[src/rtl/lsu_pkg.sv]
// Load/store unit shared definitions.
// Access size encodings and FSM state encoding.
package lsu_pkg;

    localparam logic [1:0] SIZE_BYTE = 2'b00;
    localparam logic [1:0] SIZE_HALF = 2'b01;
    localparam logic [1:0] SIZE_WORD = 2'b10;
    localparam logic [1:0] SIZE_ILL  = 2'b11;

    typedef enum logic [1:0] {
        S_IDLE,
        S_RD,
        S_WR,
        S_RESP
    } lsu_state_e;

endpackage

[src/rtl/lsu_if.sv]
// Request/response and data-memory bus of the load/store unit.
// Suffixes are from the LSU's point of view.
interface lsu_if;

    logic        req_valid_i;
    logic        req_ready_o;
    logic        req_we_i;
    logic [1:0]  req_size_i;
    logic        req_signed_i;
    logic [31:0] req_addr_i;
    logic [31:0] req_wdata_i;
    logic        resp_valid_o;
    logic [31:0] resp_rdata_o;
    logic        resp_err_o;
    logic [31:0] mem_addr_o;
    logic [31:0] mem_data_o;
    logic        mem_read_o;
    logic        mem_write_o;
    logic [31:0] mem_data_i;

    modport slave (
        input  req_valid_i, req_we_i, req_size_i,
        input  req_signed_i, req_addr_i, req_wdata_i,
        input  mem_data_i,
        output req_ready_o, resp_valid_o, resp_rdata_o,
        output resp_err_o, mem_addr_o, mem_data_o,
        output mem_read_o, mem_write_o
    );

    modport master (
        output req_valid_i, req_we_i, req_size_i,
        output req_signed_i, req_addr_i, req_wdata_i,
        output mem_data_i,
        input  req_ready_o, resp_valid_o, resp_rdata_o,
        input  resp_err_o, mem_addr_o, mem_data_o,
        input  mem_read_o, mem_write_o
    );

endinterface

[src/rtl/lsu_lane_align.sv]
// Byte-lane logic: load extract/extend and sub-word store merge.
// Purely combinational.
module lsu_lane_align
    import lsu_pkg::*;
(
    input  logic [1:0]  size,
    input  logic        sign_ext,
    input  logic [1:0]  lane,
    input  logic [31:0] rword,
    input  logic [31:0] wdata,
    input  logic [31:0] buf_word,
    output logic [31:0] load_data,
    output logic [31:0] store_data
);

    logic [7:0]  byte_v;
    logic [15:0] half_v;

    always_comb begin
        byte_v     = rword[8*lane +: 8];
        half_v     = rword[16*lane[1] +: 16];
        load_data  = rword;
        store_data = wdata;
        case (size)
            SIZE_BYTE: begin
                load_data  = {{24{sign_ext & byte_v[7]}}, byte_v};
                store_data = buf_word;
                store_data[8*lane +: 8] = wdata[7:0];
            end
            SIZE_HALF: begin
                load_data  = {{16{sign_ext & half_v[15]}}, half_v};
                store_data = buf_word;
                store_data[16*lane[1] +: 16] = wdata[15:0];
            end
            default: ;
        endcase
    end

endmodule

[src/rtl/load_store_unit.sv]
// Data-memory initiator: one request at a time, sub-word stores as
// read-modify-write, misaligned/out-of-range accesses rejected.
module load_store_unit
    import lsu_pkg::*;
#(
    parameter int unsigned MEM_BYTES = 128
) (
    input  logic  clk_i,
    input  logic  rst_i,
    lsu_if.slave  bus
);

    localparam logic [31:0] MAX_ADDR = 32'(MEM_BYTES - 4);

    lsu_state_e  state_q, state_d;
    logic        we_q, sgn_q, err_q;
    logic [1:0]  size_q;
    logic [31:0] addr_q, wdata_q, buf_q, rdata_q;
    logic [31:0] ld_data, st_data;
    logic        accept, acc_err;
    logic [31:0] acc_waddr;

    assign accept    = (state_q == S_IDLE) && bus.req_valid_i;
    assign acc_waddr = {bus.req_addr_i[31:2], 2'b00};

    always_comb begin
        acc_err = 1'b0;
        if (bus.req_size_i == SIZE_ILL)
            acc_err = 1'b1;
        if (bus.req_size_i == SIZE_HALF && bus.req_addr_i[0])
            acc_err = 1'b1;
        if (bus.req_size_i == SIZE_WORD && bus.req_addr_i[1:0] != 2'b00)
            acc_err = 1'b1;
        if (acc_waddr > MAX_ADDR)
            acc_err = 1'b1;
    end

    always_comb begin
        state_d = state_q;
        unique case (state_q)
            S_IDLE: begin
                if (bus.req_valid_i) begin
                    if (acc_err)
                        state_d = S_RESP;
                    else if (bus.req_we_i && bus.req_size_i == SIZE_WORD)
                        state_d = S_WR;
                    else
                        state_d = S_RD;
                end
            end
            S_RD:   state_d = we_q ? S_WR : S_RESP;
            S_WR:   state_d = S_RESP;
            S_RESP: state_d = S_IDLE;
            default: state_d = S_IDLE;
        endcase
    end

    lsu_lane_align u_align (
        .size       (size_q),
        .sign_ext   (sgn_q),
        .lane       (addr_q[1:0]),
        .rword      (bus.mem_data_i),
        .wdata      (wdata_q),
        .buf_word   (buf_q),
        .load_data  (ld_data),
        .store_data (st_data)
    );

    always_ff @(posedge clk_i) begin
        if (rst_i) begin
            state_q <= S_IDLE;
            we_q    <= 1'b0;
            sgn_q   <= 1'b0;
            err_q   <= 1'b0;
            size_q  <= 2'b00;
            addr_q  <= '0;
            wdata_q <= '0;
            buf_q   <= '0;
            rdata_q <= '0;
        end else begin
            state_q <= state_d;
            if (accept) begin
                we_q    <= bus.req_we_i;
                sgn_q   <= bus.req_signed_i;
                err_q   <= acc_err;
                size_q  <= bus.req_size_i;
                addr_q  <= bus.req_addr_i;
                wdata_q <= bus.req_wdata_i;
                rdata_q <= '0;
            end
            if (state_q == S_RD) begin
                buf_q <= bus.mem_data_i;
                if (!we_q)
                    rdata_q <= ld_data;
            end
        end
    end

    assign bus.req_ready_o  = (state_q == S_IDLE);
    assign bus.resp_valid_o = (state_q == S_RESP);
    assign bus.resp_err_o   = (state_q == S_RESP) && err_q;
    assign bus.resp_rdata_o = (state_q == S_RESP) ? rdata_q : '0;
    assign bus.mem_addr_o   = {addr_q[31:2], 2'b00};
    assign bus.mem_read_o   = (state_q == S_RD);
    assign bus.mem_write_o  = (state_q == S_WR);
    assign bus.mem_data_o   = (state_q == S_WR) ? st_data : '0;

endmodule
[src/flat_wrapper.sv]
// flat-port wrapper written by rule: the top's interface ports become plain ports
module load_store_unit_flat import lsu_pkg::*;
#(
    parameter int unsigned MEM_BYTES = 128
)
  (clk_i, rst_i, bus_req_valid_i, bus_req_we_i, bus_req_size_i, bus_req_signed_i, bus_req_addr_i, bus_req_wdata_i, bus_mem_data_i, bus_req_ready_o, bus_resp_valid_o, bus_resp_rdata_o, bus_resp_err_o, bus_mem_addr_o, bus_mem_data_o, bus_mem_read_o, bus_mem_write_o);
  lsu_if bus_i ();
  input  logic clk_i;
  input  logic rst_i;
  input wire logic [$bits(bus_i.req_valid_i)-1:0] bus_req_valid_i;
  input wire logic [$bits(bus_i.req_we_i)-1:0] bus_req_we_i;
  input wire logic [$bits(bus_i.req_size_i)-1:0] bus_req_size_i;
  input wire logic [$bits(bus_i.req_signed_i)-1:0] bus_req_signed_i;
  input wire logic [$bits(bus_i.req_addr_i)-1:0] bus_req_addr_i;
  input wire logic [$bits(bus_i.req_wdata_i)-1:0] bus_req_wdata_i;
  input wire logic [$bits(bus_i.mem_data_i)-1:0] bus_mem_data_i;
  output wire logic [$bits(bus_i.req_ready_o)-1:0] bus_req_ready_o;
  output wire logic [$bits(bus_i.resp_valid_o)-1:0] bus_resp_valid_o;
  output wire logic [$bits(bus_i.resp_rdata_o)-1:0] bus_resp_rdata_o;
  output wire logic [$bits(bus_i.resp_err_o)-1:0] bus_resp_err_o;
  output wire logic [$bits(bus_i.mem_addr_o)-1:0] bus_mem_addr_o;
  output wire logic [$bits(bus_i.mem_data_o)-1:0] bus_mem_data_o;
  output wire logic [$bits(bus_i.mem_read_o)-1:0] bus_mem_read_o;
  output wire logic [$bits(bus_i.mem_write_o)-1:0] bus_mem_write_o;
  assign bus_i.req_valid_i = bus_req_valid_i;
  assign bus_i.req_we_i = bus_req_we_i;
  assign bus_i.req_size_i = bus_req_size_i;
  assign bus_i.req_signed_i = bus_req_signed_i;
  assign bus_i.req_addr_i = bus_req_addr_i;
  assign bus_i.req_wdata_i = bus_req_wdata_i;
  assign bus_i.mem_data_i = bus_mem_data_i;
  assign bus_req_ready_o = bus_i.req_ready_o;
  assign bus_resp_valid_o = bus_i.resp_valid_o;
  assign bus_resp_rdata_o = bus_i.resp_rdata_o;
  assign bus_resp_err_o = bus_i.resp_err_o;
  assign bus_mem_addr_o = bus_i.mem_addr_o;
  assign bus_mem_data_o = bus_i.mem_data_o;
  assign bus_mem_read_o = bus_i.mem_read_o;
  assign bus_mem_write_o = bus_i.mem_write_o;
  load_store_unit #(.MEM_BYTES(MEM_BYTES)) u_core (.clk_i(clk_i), .rst_i(rst_i), .bus(bus_i));
endmodule
[config.mk]
export PLATFORM = sky130hd
export DESIGN_NAME = load_store_unit_flat
export DESIGN_NICKNAME = d
export VERILOG_FILES = /design/src/rtl/lsu_pkg.sv /design/src/rtl/lsu_if.sv /design/src/rtl/lsu_lane_align.sv /design/src/rtl/load_store_unit.sv /design/src/flat_wrapper.sv
export SDC_FILE = /design/constraint.sdc
export NUM_CORES = 1
export LEC_CHECK = 0
export ABC_CLOCK_PERIOD_IN_PS = 2050
export BUFFER_PORTS_ARGS = -buffer_cell sky130_fd_sc_hd__buf_2
export CORE_MARGIN = 2
export CORE_UTILIZATION = 50
export CTS_BUF_LIST = sky130_fd_sc_hd__clkbuf_8
export CTS_CLUSTER_SIZE = 30
export DETAILED_ROUTE_END_ITERATION = 8
export HOLD_SLACK_MARGIN = 0.15
export PLACE_DENSITY = 0.76
export SYNTH_ARGS = -nofsm -noshare
export SYNTH_HDL_FRONTEND = slang
export SYNTH_SLANG_ARGS = --single-unit
[constraint.sdc]
create_clock -name clk_i -period 2.05 [get_ports clk_i]
set_input_delay 0.1025 -clock clk_i [delete_from_list [all_inputs] [get_ports clk_i]]
set_output_delay 0.1025 -clock clk_i [all_outputs]
set_load 0.005 [all_outputs]
Yosys cells after proc, flatten, opt, wreduce, memory -nomap -nowiden
Index checks and enable logic that the tools add are counted.
Widths: inputs -> output; s select.
{"block": "op_classes", "reduce_logical": 8, "shift": 6, "addsub": 2, "eq_ne": 8, "muxes": 18, "bitwise": 2, "n_lt_le_gt_ge": 1}
{"cell": "$mux 32", "count": 5}
{"cell": "$pmux 32 s2", "count": 2}
{"cell": "$neg 5->34", "count": 2}
{"cell": "$bwmux 32", "count": 2}
{"cell": "$shift 16x34->32 const A", "count": 1}
{"cell": "$shift 8x34->32 const A", "count": 1}
{"cell": "$shiftx 16x34->32", "count": 1}
{"cell": "$shiftx 8x34->32", "count": 1}
{"cell": "$gt 32x7->1 const B", "count": 1}
{"cell": "$shiftx 32x6->16", "count": 1}
{"cell": "$shiftx 32x6->8", "count": 1}
{"cell": "$eq 2x2->1 const B", "count": 4}
{"cell": "$pmux 2 s4", "count": 1}
{"cell": "$eq 2x1->1 const B", "count": 3}
{"cell": "$mux 2", "count": 3}
{"cell": "$logic_and 1x1->1", "count": 5}
{"cell": "$mux 1", "count": 5}
{"cell": "$logic_not 2->1", "count": 2}
{"cell": "$and 1x1->1", "count": 2}
{"cell": "$ne 2x2->1 const B", "count": 1}
{"cell": "$reduce_bool 2->1", "count": 1}
{"block": "totals", "regBits": 135, "wordCells": 54, "out_inout_bits": 101}

Longest topological paths before layout
{"block": "depth", "ltp_word": 8, "ltp_mapped": 9, "mapped_depth_nobuf": 6}

Hierarchy
Synthesis repeated with hierarchy kept, for this count alone.
{"block": "unflattened", "hier_cells": 889, "area_unflattened_um2": 7465.9}
{"module": "load_store_unit", "area_per_inst_um2": 5739.3, "seq_area_each_um2": 2702.6, "instances": 1, "cells_each": 646}
{"module": "lsu_lane_align", "area_per_inst_um2": 1726.7, "seq_area_each_um2": 0.0, "instances": 1, "cells_each": 243}

Worst setup path before layout
Ideal clock, no wire load.
{"block": "synth_path", "path_type": "register to output", "start": "register u_core.addr_q[0]", "end": "output port bus_mem_data_o[15]", "t_arrival_ns": 1.773, "required_ns": 1.947, "slack_ns": 0.174, "path_stages_with_launch": 9, "n_path_buf": 2, "path_cell_list": "dfxtp_1 buf_6 inv_1 ha_1 and4b_1 buf_2 a22o_1 a222oi_1 nor2b_1"}
{"block": "synth_between", "elab_chain_cells": 5}
{"element": "start, declared", "line_no": "load_store_unit.sv:18", "rtl": "logic [31:0] addr_q, wdata_q, buf_q, rdata_q;"}
{"element": "start signal, assigned", "line_no": "load_store_unit.sv:87", "rtl": "addr_q <= bus.req_addr_i;"}
{"element": "$neg 5->34 (*)", "line_no": "lsu_lane_align.sv:28", "rtl": "store_data[8*lane +: 8] = wdata[7:0];"}
{"element": "$shiftx 8x34->32 or $shift 8x34->32 (tied branches)", "line_no": "lsu_lane_align.sv:28"}
{"element": "$bwmux 32 (*)", "line_no": "lsu_lane_align.sv:28"}
{"element": "$pmux 32 s2 (*)", "line_no": "lsu_lane_align.sv:24", "rtl": "case (size)"}
{"element": "$mux 32 (*)", "line_no": "load_store_unit.sv:106", "rtl": "assign bus.mem_data_o = (state_q == S_WR) ? st_data : '0;"}
{"element": "end, declared", "line_no": "flat_wrapper.sv:22", "rtl": "output wire logic [$bits(bus_i.mem_data_o)-1:0] bus_mem_data_o;"}
Mark *: on every way between the ends. The rest lies on a longest branch, timed or not.

Final worst setup path
{"block": "layout_path", "start": "register u_core.addr_q[1]", "end": "output port bus_mem_data_o[12]"}
{"block": "layout_between", "elab_chain_cells": 5}
{"element": "$neg 5->34 (on tied branches)", "line_no": "lsu_lane_align.sv:33, lsu_lane_align.sv:28"}
{"element": "$shiftx 16x34->32 (tied with other cells)", "line_no": "lsu_lane_align.sv:33", "rtl": "store_data[16*lane[1] +: 16] = wdata[15:0];"}
{"element": "$bwmux 32 (on tied branches)", "line_no": "lsu_lane_align.sv:33, lsu_lane_align.sv:28"}
{"element": "$pmux 32 s2 (*)", "line_no": "lsu_lane_align.sv:24"}
{"element": "$mux 32 (*)", "line_no": "load_store_unit.sv:106"}
Marked as above.

==> qor.csv <==
stage,metric,value,unit
outcome,status,"complete, but fails checks",
outcome,failing checks,setup timing,
cells_and_area,layout cells sized above 1,0.301,
clocking,clk buf depth,2,
routing,DRC viols,0,
cells_and_area,Layout area overhead,38.0,%
global_route,global route overflow,0,
yosys,Synth async-reset ratio,0,
yosys,Synth Register Bits,135,
sta,endpoints failing setup,32,
sta,FMAX,450,MHz
routing,Routed WL per cell,18.2,um
sta,Tcrit/Tclk final,1.08,
yosys,number of cells produced by synthesis,838,
sta,Max Transition Viols Final,0,
power_and_ir_drop,Power Total,0.0108,W
floorplanning,Rows,43,
sta,Max Clock Skew,0.00788,ns
clocking,clock sinks,135,
sta,"Hold Vio Cnt, Final",0,
global_route,GRT Util Overall,0.306,
cells_and_area,Antenna diodes,0,
critical_path,Worst setup SP type,flop,
placement,IO buf count,201,
floorplanning,Die Width,122,um
floorplanning,Core Area,0.0138,sq mm
yosys,Netlist Area Pre-Place,0.00698,sq mm
sta,pin slew with the least headroom to its limit,0.575,ns
critical_path,crit-path max FO,8,
routing,final wirelength,23.5,mm
power_and_ir_drop,Cell Pwr Density,1120,mW/mm^2
critical_path,Worst EP arrival,2.12,ns
power_and_ir_drop,P_leak,4.01,nW
floorplanning,boundary pin count,204,
sta,relative slew slack,0.613,
clocking,CTS tree,yes,
run,max cap viols,0,
critical_path,WP data required,1.95,ns
yosys,number of enable flip-flop cells after synthesis,0,
cells_and_area,Nets,1207,
floorplanning,Die Height,122,um
yosys,YS warnings,0,
critical_path,Setup crit end kind,output pin,
sta,fin crit period,2.22,ns
routing,1st-pass router iterations,9,
global_route,vias in the first global route,6741,
sta,setup TNS,-3.54,ns
clocking,H-Tree Depth,4,
sta,RSZ-0062 raised after global routing,yes,
clocking,"Clk pin slew, worst setup/hold paths",0.07,ns
clocking,clock root cell,clkbuf_8,
floorplanning,Initial Util,0.506,
global_route,first-pass GRT wire length,35.3,mm
routing,via count,7247,
global_route,initial antenna violation count,0,
sta,Final WS setup,-0.171,ns
placement,placer congestion estimate,0.907,
clocking,clk_lat worst skew,0.44,ns
clocking,cts bufs inserted,17,
power_and_ir_drop,maximum VDD drop,0.610,mV
critical_path,Worst Setup Path Type,flop to output pin,
routing,final antenna-violating net count,0,
routing,initial DRC count,630,
routing,Vias/cell,5.63,
hold_path,Worst Hold Class,primary input to flop,
floorplanning,area of the die,0.0149,sq mm
global_route,largest net degree at the start of global routing,88,
yosys,mean post-synth cell area,8.32,sq um
placement,hpwl dp,14.9,mm
yosys,post-synth cell types,56,
yosys,"Seq/Total Area, Yosys",0.387,
yosys,Main synth FF type,dfxtp_1,
==> cell families after synthesis <==
group           synth area share
simple gates               0.205
compound gates             0.227
flops                      0.387
buf+inv                   0.0859
mux                       0.0777
fa+ha+maj                 0.0161
other cells             0.000538
==> flip-flops by register name, indices dropped and copies added (netlist names) <==
signal          cells
u_core.addr_q      32
u_core.buf_q       32
u_core.sgn_q        1
u_core.size_q       2
u_core.wdata_q     32
u_core.state_q      2
u_core.err_q        1
u_core.rdata_q     32
u_core.we_q         1
==> metrics by stage <==
stage | std cells | util | cell area (sq um) | worst slack, ns | hold slack [ns]
floorplan | 839 | - | 6980 | 0.174 | 0.238
global placement | 1148 | 0.574 | 7900 | 0.143 | 0.344
detailed placement | 1148 | 0.574 | 7900 | 0.0471 | 0.349
CTS | 1288 | 0.696 | 9590 | -0.192 | 0.187
global route | 1288 | 0.699 | 9620 | -0.258 | 0.202
finish | 1288 | 0.699 | 9620 | -0.171 | 0.197
==> layout by cell type (no fill, tap or decap), types with 10 or more instances in the layout <==
cell type | synthesis | routed
a211oi_1 | 14 | 14
nor2b_1 | 27 | 26
buf_2 | 20 | 200
a21oi_1 | 102 | 102
buf_4 | 33 | 26
clkbuf_8 | 0 | 19
nor2_1 | 53 | 53
nand2_1 | 161 | 160
dlygate4sd3_1 | 0 | 101
mux2i_1 | 44 | 44
dfxtp_1 | 135 | 131
and2_1 | 34 | 33
a211oi_2 | 10 | 10
a22oi_1 | 17 | 11
==> worst max-delay path, cell delays in order (launching register included) <==
cell	delay (ns)
dfxtp_4	0.39
inv_6	0.05
ha_4	0.26
and4b_2	0.29
a22o_1	0.21
a222oi_1	0.26
nor2b_1	0.08
buf_2	0.13
==> final cells by class <==
class	count	area, sq um
Sequential cell	135	2710
Clock buffer	19	262
Inverter	7	33.8
Tap cell	180	225
Clock inverter	13	179
Timing Repair Buffer	336	2360
Fill cell	1096	4150
Multi-Input combinational cell	598	3850
==> per-layer routing <==
metal / wire [um] / part of all wire / global-route usage
met1: 9690 / 0.41 / 0.394
met2: 11400 / 0.49 / 0.510
met3: 1820 / 0.077 / 0.0599
met4: 553 / 0.024 / 0.110
met5: 0 / 0 / 0
==> final timing paths <==
check,start,to,slack [ns],depth (start not counted)
setup / recovery,u_core.addr_q[1],bus_mem_data_o[12],-0.17,7
hold / removal,rst_i,u_core.buf_q[31],0.20,3
setup reg to reg,u_core.addr_q[0],u_core.rdata_q[13],0.16,6
hold reg to reg,u_core.addr_q[31],u_core.addr_q[31],0.45,2
==> timing repair <==
action,in CTS,in global routing
pin swaps,29,12
endpoints found under the setup margin,32,32
cloned,1,0
hold endpoints to repair,134,0
gates resized for setup,36,6
hold buffers,101,0
buffers inserted,6,0
==> Yosys cell counts (2+ instances only) <==
library cell    n  area, sq um
a211oi_1       14          105
nand3_1         2         10.0
nand2b_1        4         25.0
o21ai_0         9         45.0
clkbuf_1       37          139
buf_2          20          100
a221oi_1       14          123
and2_1         34          213
nor3_2          3         30.0
a311oi_1        3         26.3
o22ai_1         9         56.3
nor2b_1        27          169
mux2i_1        44          440
o22ai_2         7         87.6
a32oi_1         7         61.3
buf_6           7         78.8
nand3b_1        2         15.0
nor4_1          6         37.5
buf_4          33          248
nor2_1         53          199
a221o_1         8         80.1
buf_1           2         7.51
ha_1            9          113
a22o_1          8         70.1
a211oi_2       10          125
a21o_1          2         15.0
dfxtp_1       135         2700
a222oi_1        8         80.1
a22oi_1        17          128
a21oi_1       102          510
mux2_2          7         78.8
inv_1           7         26.3
nand2_1       161          604
nor3_1          5         25.0
==> report_power, final <==
part / switching, W / internal, W
sequential: 0.000581 / 0.00328
combinational: 0.00252 / 0.00200
clock: 0.00104 / 0.00138
No activity file was read; power rests on OpenSTA's default activity.
